File: src/rtl/spectral_pkg.sv
// Shared types and arithmetic helpers for the spectral filter.
package spectral_pkg;

  typedef enum logic [1:0] {
    MODE_BYPASS = 2'd0,
    MODE_LP     = 2'd1,
    MODE_HP     = 2'd2,
    MODE_BP     = 2'd3
  } mode_e;

  // Round half-up then saturate a product of a signed sample and an unsigned
  // Q1.(gain_w-1) gain back into a signed width-bit range. The result is
  // returned sign-extended to 64 bits; callers keep the low width bits.
  function automatic logic signed [63:0] round_sat(input logic signed [63:0] p,
                                                   input int unsigned       width,
                                                   input int unsigned       gain_w);
    logic signed [63:0] r;
    logic signed [63:0] hi_lim;
    logic signed [63:0] lo_lim;
    r      = (p + (64'sd1 <<< (gain_w - 2))) >>> (gain_w - 1);
    hi_lim = (64'sd1 <<< (width - 1)) - 64'sd1;
    lo_lim = -(64'sd1 <<< (width - 1));
    if (r > hi_lim) begin
      r = hi_lim;
    end else if (r < lo_lim) begin
      r = lo_lim;
    end
    return r;
  endfunction

  // Fold bin k of an n-point frame onto its Hermitian mirror distance.
  function automatic int unsigned mirror_bin(input int unsigned k, input int unsigned n);
    return (k <= n / 2) ? k : n - k;
  endfunction

endpackage

File: src/rtl/spectral_filter_if.sv
// Input and output bin streams of the spectral filter, with frame markers.
interface spectral_filter_if #(
  parameter int WIDTH = 16
);
  logic                    in_valid;
  logic                    in_ready;
  logic signed [WIDTH-1:0] in_r;
  logic signed [WIDTH-1:0] in_i;
  logic                    out_valid;
  logic                    out_ready;
  logic signed [WIDTH-1:0] out_r;
  logic signed [WIDTH-1:0] out_i;
  logic                    out_last;
  logic                    frame_done;

  // Upstream source / downstream sink side (drives inputs, consumes outputs).
  modport master (
    output in_valid, in_r, in_i, out_ready,
    input  in_ready, out_valid, out_r, out_i, out_last, frame_done
  );

  // Filter side.
  modport slave (
    input  in_valid, in_r, in_i, out_ready,
    output in_ready, out_valid, out_r, out_i, out_last, frame_done
  );
endinterface

File: src/rtl/spectral_filter_cplx_scale.sv
// Output stage: one complex bin times the pass-band gain, rounded and
// saturated, or passed through untouched in bypass, or zeroed if rejected.
module cplx_scale
  import spectral_pkg::*;
#(
  parameter int WIDTH  = 16,
  parameter int GAIN_W = 8
) (
  input  logic                    clk,
  input  logic                    reset,
  input  logic                    en,
  input  logic                    in_valid,
  input  logic                    bypass,
  input  logic                    pass,
  input  logic [GAIN_W-1:0]       gain,
  input  logic signed [WIDTH-1:0] in_r,
  input  logic signed [WIDTH-1:0] in_i,
  input  logic                    in_last,
  output logic                    out_valid,
  output logic signed [WIDTH-1:0] out_r,
  output logic signed [WIDTH-1:0] out_i,
  output logic                    out_last
);

  logic                    out_valid_q, out_valid_d;
  logic signed [WIDTH-1:0] out_r_q, out_r_d;
  logic signed [WIDTH-1:0] out_i_q, out_i_d;
  logic                    out_last_q, out_last_d;

  function automatic logic signed [WIDTH-1:0] scale(input logic signed [WIDTH-1:0] x,
                                                   input logic [GAIN_W-1:0]       g);
    logic signed [63:0] p;
    p = 64'(x) * 64'($signed({1'b0, g}));
    return WIDTH'(round_sat(p, WIDTH, GAIN_W));
  endfunction

  // Next output bin; everything holds while the stream is stalled.
  always_comb begin
    out_valid_d = out_valid_q;
    out_r_d     = out_r_q;
    out_i_d     = out_i_q;
    out_last_d  = out_last_q;
    if (en) begin
      out_valid_d = in_valid;
      out_last_d  = in_valid && in_last;
      if (bypass) begin
        out_r_d = in_r;
        out_i_d = in_i;
      end else if (pass) begin
        out_r_d = scale(in_r, gain);
        out_i_d = scale(in_i, gain);
      end else begin
        out_r_d = '0;
        out_i_d = '0;
      end
    end
  end

  // S2 registers.
  always_ff @(posedge clk or negedge reset) begin
    if (!reset) begin
      out_valid_q <= 1'b0;
      out_r_q     <= '0;
      out_i_q     <= '0;
      out_last_q  <= 1'b0;
    end else begin
      out_valid_q <= out_valid_d;
      out_r_q     <= out_r_d;
      out_i_q     <= out_i_d;
      out_last_q  <= out_last_d;
    end
  end

  assign out_valid = out_valid_q;
  assign out_r     = out_r_q;
  assign out_i     = out_i_q;
  assign out_last  = out_last_q;

endmodule

File: src/rtl/spectral_filter.sv
// Frequency-domain mask between forward and inverse FFT: bin counter,
// per-frame config latch, Hermitian mask decode, S1 register and handshake.
module spectral_filter
  import spectral_pkg::*;
#(
  parameter int WIDTH  = 16,
  parameter int LOG2N  = 6,
  parameter int GAIN_W = 8
) (
  input  logic              clk,
  input  logic              reset,
  input  logic [1:0]        cfg_mode,
  input  logic [LOG2N-1:0]  cfg_lo_bin,
  input  logic [LOG2N-1:0]  cfg_hi_bin,
  input  logic [GAIN_W-1:0] cfg_gain,
  spectral_filter_if.slave  bus
);

  localparam int unsigned       N        = 2 ** LOG2N;
  localparam logic [LOG2N-1:0]  LAST_BIN = '1;
  localparam logic [GAIN_W-1:0] GAIN_ONE = {1'b1, {(GAIN_W-1){1'b0}}};

  logic              en, hs, first;
  logic [LOG2N-1:0]  in_cnt_q, in_cnt_d;
  mode_e             mode_q, mode_d, eff_mode;
  logic [LOG2N-1:0]  lo_q, lo_d, eff_lo;
  logic [LOG2N-1:0]  hi_q, hi_d, eff_hi;
  logic [GAIN_W-1:0] gain_q, gain_d, eff_gain;
  logic [LOG2N-1:0]  e_bin;
  logic              pass;

  logic                    s1_valid_q, s1_valid_d;
  logic signed [WIDTH-1:0] s1_r_q, s1_r_d;
  logic signed [WIDTH-1:0] s1_i_q, s1_i_d;
  logic                    s1_pass_q, s1_pass_d;
  logic                    s1_bypass_q, s1_bypass_d;
  logic [GAIN_W-1:0]       s1_gain_q, s1_gain_d;
  logic                    s1_last_q, s1_last_d;

  logic                    out_valid;
  logic signed [WIDTH-1:0] out_r, out_i;
  logic                    out_last;

  // Handshake, config selection, mask decode and S1 next state. Bin 0 is
  // decoded with the live cfg_* because that is the cycle they get latched.
  always_comb begin
    en    = !out_valid || bus.out_ready;
    hs    = bus.in_valid && en;
    first = (in_cnt_q == '0);

    eff_mode = first ? mode_e'(cfg_mode) : mode_q;
    eff_lo   = first ? cfg_lo_bin : lo_q;
    eff_hi   = first ? cfg_hi_bin : hi_q;
    eff_gain = first ? cfg_gain   : gain_q;

    e_bin = LOG2N'(mirror_bin(32'(in_cnt_q), N));
    pass  = 1'b0;
    unique case (eff_mode)
      MODE_BYPASS: pass = 1'b1;
      MODE_LP:     pass = (e_bin <= eff_hi);
      MODE_HP:     pass = (e_bin >= eff_lo);
      MODE_BP:     pass = (e_bin >= eff_lo) && (e_bin <= eff_hi);
    endcase

    in_cnt_d = in_cnt_q;
    mode_d   = mode_q;
    lo_d     = lo_q;
    hi_d     = hi_q;
    gain_d   = gain_q;
    if (hs) begin
      in_cnt_d = in_cnt_q + 1'b1;
      if (first) begin
        mode_d = eff_mode;
        lo_d   = eff_lo;
        hi_d   = eff_hi;
        gain_d = eff_gain;
      end
    end

    s1_valid_d  = s1_valid_q;
    s1_r_d      = s1_r_q;
    s1_i_d      = s1_i_q;
    s1_pass_d   = s1_pass_q;
    s1_bypass_d = s1_bypass_q;
    s1_gain_d   = s1_gain_q;
    s1_last_d   = s1_last_q;
    if (en) begin
      s1_valid_d = hs;
    end
    if (hs) begin
      s1_r_d      = bus.in_r;
      s1_i_d      = bus.in_i;
      s1_pass_d   = pass;
      s1_bypass_d = (eff_mode == MODE_BYPASS);
      s1_gain_d   = eff_gain;
      s1_last_d   = (in_cnt_q == LAST_BIN);
    end
  end

  // Bin counter, config latch and S1 registers.
  always_ff @(posedge clk or negedge reset) begin
    if (!reset) begin
      in_cnt_q    <= '0;
      mode_q      <= MODE_BYPASS;
      lo_q        <= '0;
      hi_q        <= LAST_BIN;
      gain_q      <= GAIN_ONE;
      s1_valid_q  <= 1'b0;
      s1_r_q      <= '0;
      s1_i_q      <= '0;
      s1_pass_q   <= 1'b0;
      s1_bypass_q <= 1'b0;
      s1_gain_q   <= '0;
      s1_last_q   <= 1'b0;
    end else begin
      in_cnt_q    <= in_cnt_d;
      mode_q      <= mode_d;
      lo_q        <= lo_d;
      hi_q        <= hi_d;
      gain_q      <= gain_d;
      s1_valid_q  <= s1_valid_d;
      s1_r_q      <= s1_r_d;
      s1_i_q      <= s1_i_d;
      s1_pass_q   <= s1_pass_d;
      s1_bypass_q <= s1_bypass_d;
      s1_gain_q   <= s1_gain_d;
      s1_last_q   <= s1_last_d;
    end
  end

  cplx_scale #(
    .WIDTH  (WIDTH),
    .GAIN_W (GAIN_W)
  ) u_scale (
    .clk       (clk),
    .reset     (reset),
    .en        (en),
    .in_valid  (s1_valid_q),
    .bypass    (s1_bypass_q),
    .pass      (s1_pass_q),
    .gain      (s1_gain_q),
    .in_r      (s1_r_q),
    .in_i      (s1_i_q),
    .in_last   (s1_last_q),
    .out_valid (out_valid),
    .out_r     (out_r),
    .out_i     (out_i),
    .out_last  (out_last)
  );

  assign bus.in_ready   = en;
  assign bus.out_valid  = out_valid;
  assign bus.out_r      = out_r;
  assign bus.out_i      = out_i;
  assign bus.out_last   = out_last;
  assign bus.frame_done = out_valid && bus.out_ready && out_last;

endmodule

File: src/flat_wrapper.sv
// flat-port wrapper written by rule: the top's interface ports become plain ports
module spectral_filter_flat import spectral_pkg::*;
#(
  parameter int WIDTH  = 16,
  parameter int LOG2N  = 6,
  parameter int GAIN_W = 8
)
  (clk, reset, cfg_mode, cfg_lo_bin, cfg_hi_bin, cfg_gain, bus_in_valid, bus_in_r, bus_in_i, bus_out_ready, bus_in_ready, bus_out_valid, bus_out_r, bus_out_i, bus_out_last, bus_frame_done);
  spectral_filter_if #(.WIDTH(WIDTH)) bus_i ();
  input  logic clk;
  input  logic reset;
  input  logic [1:0] cfg_mode;
  input  logic [LOG2N-1:0] cfg_lo_bin;
  input  logic [LOG2N-1:0] cfg_hi_bin;
  input  logic [GAIN_W-1:0] cfg_gain;
  input wire logic [$bits(bus_i.in_valid)-1:0] bus_in_valid;
  input wire logic [$bits(bus_i.in_r)-1:0] bus_in_r;
  input wire logic [$bits(bus_i.in_i)-1:0] bus_in_i;
  input wire logic [$bits(bus_i.out_ready)-1:0] bus_out_ready;
  output wire logic [$bits(bus_i.in_ready)-1:0] bus_in_ready;
  output wire logic [$bits(bus_i.out_valid)-1:0] bus_out_valid;
  output wire logic [$bits(bus_i.out_r)-1:0] bus_out_r;
  output wire logic [$bits(bus_i.out_i)-1:0] bus_out_i;
  output wire logic [$bits(bus_i.out_last)-1:0] bus_out_last;
  output wire logic [$bits(bus_i.frame_done)-1:0] bus_frame_done;
  assign bus_i.in_valid = bus_in_valid;
  assign bus_i.in_r = bus_in_r;
  assign bus_i.in_i = bus_in_i;
  assign bus_i.out_ready = bus_out_ready;
  assign bus_in_ready = bus_i.in_ready;
  assign bus_out_valid = bus_i.out_valid;
  assign bus_out_r = bus_i.out_r;
  assign bus_out_i = bus_i.out_i;
  assign bus_out_last = bus_i.out_last;
  assign bus_frame_done = bus_i.frame_done;
  spectral_filter #(.WIDTH(WIDTH), .LOG2N(LOG2N), .GAIN_W(GAIN_W)) u_core (.clk(clk), .reset(reset), .cfg_mode(cfg_mode), .cfg_lo_bin(cfg_lo_bin), .cfg_hi_bin(cfg_hi_bin), .cfg_gain(cfg_gain), .bus(bus_i));
endmodule
File: config.mk
export PLATFORM = sky130hd
export DESIGN_NAME = spectral_filter_flat
export DESIGN_NICKNAME = d
export VERILOG_FILES = /design/src/rtl/spectral_pkg.sv /design/src/rtl/spectral_filter_if.sv /design/src/rtl/spectral_filter_cplx_scale.sv /design/src/rtl/spectral_filter.sv /design/src/flat_wrapper.sv
export SDC_FILE = /design/constraint.sdc
export NUM_CORES = 1
export LEC_CHECK = 0
export ABC_AREA = 1
export CORE_MARGIN = 5
export CORE_UTILIZATION = 35
export DETAILED_ROUTE_END_ITERATION = 16
export GPL_ROUTABILITY_DRIVEN = 0
export PLACE_DENSITY_LB_ADDON = 0.3
export SLEW_MARGIN = 0
export SYNTH_ARGS = -nofsm -noshare
export SYNTH_HDL_FRONTEND = slang
export SYNTH_SLANG_ARGS = --single-unit
export TNS_END_PERCENT = 100
File: constraint.sdc
create_clock -name clk -period 17.3 [get_ports clk]
set_clock_uncertainty 0.1 [all_clocks]
set_input_delay 3.46 -clock clk [delete_from_list [all_inputs] [get_ports clk]]
set_output_delay 3.46 -clock clk [all_outputs]
set_load 0.1 [all_outputs]
==> qor.csv <==
metric,value,unit
grt_pass1_wl,67300,um
tritoncts,yes,
maxSlewHeadroom,32.0,%
met2_usage,26.8,%
yosys_warnings,0,
synth_flop_cell,dfrtp_1,
ys_top_cells_by_count,"nand2_1 (711), inv_1 (460), fa_1 (208), ha_1 (142), a21oi_1 (107)",
grt_pass1_vias,13300,
maxSlewViolCount,0,
finalWirelength,39200,um
synth_top_cell_area_share,26.8,%
synth_edf_count,0,
ant_nets,0,
worst_pin_slew,1020,ps
fin_crit_sh,58.2,%
avgSynthCellArea,7.37,um2
crit_path_top_delay_cell,clkdlybuf4s50_1,
min_path_type,reg -> reg,
grt_busiest_layer,met2,
synthTopCellsByArea,"fa_1 (27%), nand2_1 (17%), dfrtp_1 (16%)",
num_rows,77,
synth_nets,2515,
portBuffers,93,
period_minus_slack,10070,ps
numCtsBuffers,9,
routedWlPerCell,14.4,um
synth_cells,2107,
drt_iter0_markers,820,
crit_chain,"clkdlybuf4s50_1, nor2_4, buf_4, inv_1, buf_4, clkdlybuf4s50_1",
cts_sinks,106,
coreArea,0.0440,mm2
fp.dieArea,0.0487,mm2
start_kind,input port,
synth-compound-area-share,6.27,%
cts.path.max_buffers,2,
slowest_delay,1190,ps
synthSimpleGateAreaFrac,22.6,%
synth.ff_latch_count,106,
synthAdderAreaFrac,38.3,%
synth_async_sr_flop_share,100,%
insertion_delay,360,ps
synth_top_family_by_area,adder cells,
yosysTopAreaCell,fa_1,
path_clk_slew,80,ps
nets,2540,
synth_most_common_cell,nand2_1,
drive_above_1_share,3.65,%
max-cap-violations,0,
die_w,221,um
met3_usage,2.57,%
status,"complete, no violations",
antenna_found_initial,0,
drt_pre_antenna_iters,5,
synth_cell_type_count,39,
cts_root_buf,clkbuf_16,
criticalPathCategory,in -> out,
dpl.hpwl,31400,um
final_hold_viol_count,0,
grt_util_all_layers,16.9,%
antennaDiodeCount,0,
cts_hold_buf,0,
seq_area_frac_synth,17.1,%
synthXorXnorAreaFrac,1.97,%
grt_util_met1,25.1,%
io_pins,94,
max_freq,0.0993,GHz
critPathArrivalTime,6510,ps
ctsResizeCount,0,
overflow,0,
cp-end-kind,output port,
num_vias,12800,
start_util,35.3,%
cts_setup_buffers,0,
syn_to_final_growth,11.2,%
synth.mux.area_fraction,0,%
syn_area,0.0155,mm2
cts-htree-levels,3,
critical_path_required,13740,ps
fin_tns_setup,0,ps
rsz0062_at_grt,no,
grt_max_degree,76,
viasPerCell,4.69,
worstPathMaxFanout,33,
die_h,221,um
setup_viol,0,
drc,0,
kinds of logic (layout without fill, tap and decap cells):
| group | count (synthesis) | in the layout |
|---|---|---|
| AOI/OAI and AO/OA | 175 | 175 |
| xor gates and xnor gates | 35 | 35 |
| adders and majority gates | 350 | 350 |
| buffers and inverters | 557 | 587 |
| DFF | 106 | 106 |
| and+or+nand+nor | 884 | 884 |
area by class of cell:
cell class	count	area, um2
clock buffer	11	233
multi-input combinational	1444	10700
fill	4574	26800
timing repair buffer	109	1050
tap	592	741
sequential	106	2660
clock inverter	5	108
inverter	462	1730
per-layer routing:
layer	up-vias	wire length, um
met2	318	17100
met1	6219	19400
li1	6233	-
met3	33	2160
met4	0	519
met5	-	0
per-stage QoR:
step                      std cells  instance area (um2)  hold WS [ps]  setup slack [ps]  utilization, %
after global routing           2729                17300           420              7120            39.2
after CTS                      2729                17300           386              7240            39.2
final                          2729                17300           384              7230            39.2
after detailed placement       2713                16900           375              7240            38.4
after global placement         2713                16900           376              7300            38.4
after floorplan                2107                15500           346              8850               -
worst paths after layout:
check	startpoint	end	slack, ps	cells after the start
setup reg to reg	u_core.s1_gain_q[0]	u_core.u_scale.out_i[1]	11190	24
hold / removal	u_core.s1_valid_q	u_core.u_scale.out_valid	380	2
setup / recovery	bus_out_ready	bus_in_ready	7230	6
max in group asynchronous	reset	u_core.u_scale.out_i[7]	12790	2
hold reg to reg	u_core.s1_valid_q	u_core.u_scale.out_valid	380	2
min in group asynchronous	reset	u_core.mode_q[0]	2930	1
critical path, delay by kind of cell:
| family | cells | cell delay [ps] |
|---|---|---|
| simple gates | 1 | 50 |
| buf+inv | 5 | 2950 |
state kept, by name, summed over array words and instances, names as in the netlist:
name                      flops
u_core.hi_q                   6
u_core.u_scale.out_valid      1
u_core.s1_pass_q              1
u_core.lo_q                   6
u_core.gain_q                 8
u_core.s1_bypass_q            1
u_core.s1_last_q              1
u_core.s1_r_q                16
u_core.s1_valid_q             1
u_core.mode_q                 2
u_core.in_cnt_q               6
u_core.u_scale.out_last       1
u_core.u_scale.out_r         16
u_core.s1_i_q                16
u_core.u_scale.out_i         16
u_core.s1_gain_q              8
cells in the final DEF (no fill, tap or decap), types with 6 or more instances in the layout:
master / count
a21oi_1: 107
a21oi_2: 10
buf_4: 17
clkbuf_16: 9
clkdlybuf4s50_1: 92
dfrtp_1: 99
dfstp_2: 7
fa_1: 208
ha_1: 142
inv_1: 460
nand2_1: 710
nand2_2: 11
nand2_4: 6
nand3_1: 37
nand4_1: 7
nor2_1: 93
o211ai_1: 9
o21ai_0: 33
xnor2_1: 10
xor2_1: 25
Power is not shown: default switching activity piles up to over one toggle a cycle in this logic, so the estimate is an artifact.
